`config.mk`:
```
export PLATFORM = sky130hd
export DESIGN_NAME = round_key_sequencer
export DESIGN_NICKNAME = d
export VERILOG_FILES = /design/src/rtl/round_key_sequencer.sv
export SDC_FILE = /design/constraint.sdc
export NUM_CORES = 2
export LEC_CHECK = 0
export CAP_MARGIN = 5
export CORE_AREA = 2 2 597 599
export CTS_BUF_LIST = sky130_fd_sc_hd__clkbuf_8
export DETAILED_ROUTE_END_ITERATION = 7
export DIE_AREA = 0 0 599 601
export GPL_TIMING_DRIVEN = 0
export PLACE_DENSITY = 0.39
export SLEW_MARGIN = 20
export SYNTH_ARGS = -nofsm -noshare
export SYNTH_HDL_FRONTEND = slang
export SYNTH_SLANG_ARGS = --single-unit
```
`constraint.sdc`:
```
create_clock -name clk -period 6.39 [get_ports clk]
set_clock_uncertainty 0.05 [all_clocks]
set_input_delay 1.278 -clock clk [delete_from_list [all_inputs] [get_ports clk]]
set_output_delay 1.278 -clock clk [all_outputs]
set_load 0.1 [all_outputs]
```
`src/rtl/round_key_sequencer.sv`:
```
// round_key_sequencer: captures the NK generated round keys into a local bank
// and issues them one per round over a valid/ready handshake, forward order
// for encryption and reverse order for decryption.
// Optional build macro RKSEQ_ZERO_KEY_CHK_EN: reject key loads that contain
// an all-zero key and report it on o_key_err (tied 0 when undefined).
//
// Handshake: o_rk/o_rk_round are meaningful while o_rk_vld is high; a key is
// transferred on a rising edge where o_rk_vld & i_rk_rdy; while i_rk_rdy is
// low the offered key, round and valid hold stable with no timeout.
//
// o_dbg_state encoding: 0 = S_EMPTY, 1 = S_READY, 2 = S_ISSUE.
module round_key_sequencer #(
  parameter int KW = 128,
  parameter int NK = 11
) (
  input  logic             clk,
  input  logic             rst_an,
  input  logic             i_keys_ready,
  input  logic [NK*KW-1:0] i_keys_in,
  input  logic             i_start,
  input  logic             i_dec,
  output logic [KW-1:0]    o_rk,
  output logic             o_rk_vld,
  input  logic             i_rk_rdy,
  output logic [3:0]       o_rk_round,
  output logic             o_rk_last,
  output logic             o_busy,
  output logic             o_done,
  output logic             o_key_err,
  output logic [1:0]       o_dbg_state
);

  localparam int IW = 4;
  localparam logic [IW-1:0] LAST = IW'(NK - 1);

  typedef enum logic [1:0] {
    S_EMPTY = 2'd0,
    S_READY = 2'd1,
    S_ISSUE = 2'd2
  } state_t;

  state_t        r_state;
  logic [KW-1:0] r_bank [NK];
  logic [IW-1:0] r_idx;
  logic          r_dec;
  logic [KW-1:0] r_rk;
  logic          r_rk_vld;
  logic [IW-1:0] r_round;
  logic          r_busy;
  logic          r_done;
  logic          r_key_err;

  logic [KW-1:0] w_keys [NK];
  logic          w_zero_key;
  logic          w_load_ok;
  logic          w_load_bad;
  logic          w_xfer;
  logic [IW-1:0] w_next_idx;
  logic [IW-1:0] w_start_idx;

  // Split the concatenated generator bus: key1 sits in the top KW bits.
  always_comb begin
    for (int k = 0; k < NK; k++) begin
      w_keys[k] = i_keys_in[(NK-k)*KW-1 -: KW];
    end
  end

`ifdef RKSEQ_ZERO_KEY_CHK_EN
  // Flag a load that carries any all-zero round key.
  always_comb begin
    w_zero_key = 1'b0;
    for (int k = 0; k < NK; k++) begin
      if (w_keys[k] == '0) w_zero_key = 1'b1;
    end
  end
`else
  assign w_zero_key = 1'b0;
`endif

  assign w_load_ok   = i_keys_ready & ~w_zero_key;
  assign w_load_bad  = i_keys_ready & w_zero_key;
  assign w_xfer      = r_rk_vld & i_rk_rdy;
  assign w_next_idx  = r_dec ? (r_idx - IW'(1)) : (r_idx + IW'(1));
  assign w_start_idx = i_dec ? LAST : '0;

  // Sequencer FSM: bank capture, key issue and completion, all registered.
  always_ff @(posedge clk or negedge rst_an) begin
    if (!rst_an) begin
      r_state   <= S_EMPTY;
      for (int k = 0; k < NK; k++) r_bank[k] <= '0;
      r_idx     <= '0;
      r_dec     <= 1'b0;
      r_rk      <= '0;
      r_rk_vld  <= 1'b0;
      r_round   <= '0;
      r_busy    <= 1'b0;
      r_done    <= 1'b0;
      r_key_err <= 1'b0;
    end else begin
      r_done <= 1'b0;
      case (r_state)
        S_EMPTY: begin
          if (w_load_ok) begin
            for (int k = 0; k < NK; k++) r_bank[k] <= w_keys[k];
            r_key_err <= 1'b0;
            r_state   <= S_READY;
          end else if (w_load_bad) begin
            r_key_err <= 1'b1;
          end
        end
        S_READY: begin
          if (w_load_bad) begin
            // A rejected load invalidates the bank; no sequence may start.
            r_key_err <= 1'b1;
            r_state   <= S_EMPTY;
          end else begin
            if (w_load_ok) begin
              for (int k = 0; k < NK; k++) r_bank[k] <= w_keys[k];
              r_key_err <= 1'b0;
            end
            if (i_start) begin
              // Reads the bank as held before this edge: old keys win.
              r_idx    <= w_start_idx;
              r_dec    <= i_dec;
              r_rk     <= r_bank[w_start_idx];
              r_round  <= '0;
              r_rk_vld <= 1'b1;
              r_busy   <= 1'b1;
              r_state  <= S_ISSUE;
            end
          end
        end
        S_ISSUE: begin
          if (w_xfer) begin
            if (r_round == LAST) begin
              r_rk_vld <= 1'b0;
              r_busy   <= 1'b0;
              r_done   <= 1'b1;
              r_round  <= '0;
              r_state  <= S_READY;
            end else begin
              r_idx   <= w_next_idx;
              r_rk    <= r_bank[w_next_idx];
              r_round <= r_round + IW'(1);
            end
          end
        end
        default: r_state <= S_EMPTY;
      endcase
    end
  end

  assign o_rk        = r_rk;
  assign o_rk_vld    = r_rk_vld;
  assign o_rk_round  = r_round;
  assign o_rk_last   = r_rk_vld & (r_round == LAST);
  assign o_busy      = r_busy;
  assign o_done      = r_done;
  assign o_key_err   = r_key_err;
  assign o_dbg_state = r_state;

endmodule

```
==> reports/qor.txt <==
Switching part of the total - 0.521
Slew HR - 0.120
HP Start - r_bank[1145]
Area leader, netlist - dfrtp_1
Unrepaired setup endpoints after global routing - no
Worst flop-to-flop path endpoint - o_rk[108]
R2R cell count - 8
Arr. time, crit path - 3.23 ns
CP cell instances - inv_1 -> ha_1 -> nand3b_1 -> nor2_1 -> clkdlybuf4s50_1
CP Data Required Time - 5.06 ns
Setup Viol. Count Final - 0
Num Clock Sinks - 1549
Layout area overhead - 37.3%
First-pass GRT wire length - 662000 um
Commonest non-fill, non-tap cell in the layout - nand2_1
Fin crit share - 0.713
Routability cong. - 0.911
Internal power - 32.2 mW
Warnings from Yosys - 0
Net Count, Synth - 10400
Post-CTS Resized - 0
Slowest-stage cell, CP - clkdlybuf4s50_1
Total GRT Usage - 0.267
Core box area - 0.354 mm^2
Vias in the first global route - 77900
Layout cells sized above 1 - 0.0978
Multi-input logic area - 0.0362 mm^2
CTS Buffer Depth - 4
Commonest non-fill, non-tap cells in the layout - nand2_1, dfrtp_1, clkdlybuf4s50_1
TritonCTS Buffers - 317
Initial Utilization - 0.220
Reg2reg setup slack - 2.28 ns
Hold Path Depth - 2
Startpoint types - register
Hold Vio Cnt, Final - 0
Netlist cell types - 37
Leakage - 49.3 nW
Hold Crit Class - register to register
Vias - 75400
Worst Tran Pin Value - 1.32 ns
Synth Instances - 8992
Clock Power Share - 0.162
Residual DRC - 0
Pwr dens - 628 mW/mm^2
CP top delay family - buffers and inverters
Seq pwr share - 0.249
RR Startpoint - r_idx[0]
Clock insertion delay at the later pin of the skew report - 1.07 ns
Share of the synthesized area in the top cell type - 0.497
Hold slack - 0.414 ns
Seq cells post-synth - 1549
# rows - 219
Maximum VDD drop - 0.717 mV
I/O Buffers - 1550
Worst-path clk slew - 0.06 ns
Crit Path Category - register to output pin
Filler cells - 38100
IO Pins - 1553
Number of H-tree levels - 5
Vias per std cell - 4.72
CP bufs+invs - 2
Post-detailed-route wirelength per cell - 31.0 um
Die Area - 0.360 mm^2
Setup TNS - 0 ns
Synthesized area per cell - 8.67 um^2
Final slew viol count - 0
Hold EP - r_bank[1145]
Post-synth EDFFs - 0
FFs w/ async S/R, synth - 1.00
Net Switching - 35.0 mW
Initial antenna violation count - 172
Outcome - complete, no violations
Max Clk Rate - 0.219 GHz
Post-synthesis sequential area ratio - 0.497
Die Height - 601 um
CP Capture Type - output pin
CTS Root Cell - clkbuf_8
Antenna Nets Post-Route - 0
Area of the mapped netlist - 0.0779 mm^2
Slowest stage delay, CP - 1.15 ns
Die Width - 599 um
DR iter-0 viols - 6118
Most frequently used flop master after synthesis - dfrtp_1
Grt ovf - 0
Max-cap viol count - 0
Minimum clock period - 4.56 ns
Storage cell area - 0.0388 mm^2
Largest net degree at the start of global routing - 137
Drt first pass iters - 6
Area contributors post-synth - dfrtp_1, nand2_1, mux2i_1
Post-DP HPWL - 402000 um
CTS tree - yes
Critical Path Fanout Max - 6
Post-Route WL - 494000 um
Comb power frac - 0.589
Layout net count - 12300
## how the worst max path moves through the flow
stage	startpoint	to	cells after the start
floorplan	o_rk_round[1]	o_rk_last	3
global placement	rst_an	o_done	1
detailed placement	i_start	o_rk[48]	8
CTS	o_rk_round[0]	o_rk_last	5
global route	o_rk_round[0]	o_rk_last	5
finish	o_rk_round[0]	o_rk_last	5
## synth_stat cells (all sizes together), types with 128 or more instances
cell    count
nand2    4231
dfrtp    1549
clkbuf    603
mux2i     513
nor3b     512
nand3b    258
mux2      257
nor3      256
nor2      132
a22oi     128
a31oi     128
nand4     128
o221ai    128
## per-layer routing
layer	track usage	part of all wire	up-vias
met3	0.0438	0.058	851
met5	0	0.00035	-
met2	0.454	0.49	3022
met4	0.141	0.056	28
met1	0.323	0.40	37800
li1	-	-	33700
## flip-flops by register name (all words and copies together) (netlist names)
signal	flops
r_bank	1408
o_rk	128
o_rk_round	4
r_idx	4
o_dbg_state	2
o_busy	1
o_done	1
r_dec	1
## through the flow
step	cell area [um^2]	instances	setup slack [ns]	util	power, mW
after global placement	99400	15300	-72.53	0.281	55.8
after detailed placement	100000	15300	1.58	0.284	56.3
final	107000	16000	1.83	0.302	67.2
after global routing	107000	15900	1.63	0.302	70.6
after CTS	107000	15900	1.67	0.302	67.5
after floorplan	77900	8992	2.30	-	38.7
## logic make-up after synthesis
family,share of synthesized area
XOR/XNOR,0.000321
buffers and inverters,0.0382
other,0.0000481
adder cells (fa/ha/maj),0.000899
AND/OR/NAND/NOR,0.312
AO/OA/AOI/OAI,0.0480
multiplexers,0.103
flip-flops,0.497
## power by group through the flow
stage	sequential [mW]	combinational [mW]	clock, mW
final	16.7	39.5	10.9
after global routing	17.1	41.9	11.6
after CTS	16.7	39.7	11.2
after detailed placement	16.8	39.5	0
after global placement	17.0	38.9	0
after floorplan	17.9	20.8	0
## worst reg2reg max path, stage by stage (launching register included)
cell      delay [ns]
dfrtp_1         0.42
fa_1            0.56
clkbuf_2        0.43
buf_2           0.92
clkbuf_1        0.68
nor3_1          0.11
mux2i_1         0.41
nand4_1         0.24
o221ai_2        0.19
## final cells by class
class | count | share of cell area
Clock inverter | 145 | 0.00740
Buffer | 729 | 0.0291
Multi-Input combinational cell | 6711 | 0.339
Inverter | 3 | 0.000105
Clock buffer | 408 | 0.0525
Sequential cell | 1549 | 0.362
Tap cell | 4751 | 0.0555
Timing Repair Buffer | 1596 | 0.153
Antenna cell | 74 | 0.00173
## what timing repair did
action,4_1_cts,5_1_grt
buffers inserted,0,0
setup endpoints to repair,0,0
endpoints found under the hold margin,57,0
hold buffers,1,0
(Power assumes the default switching activity.)
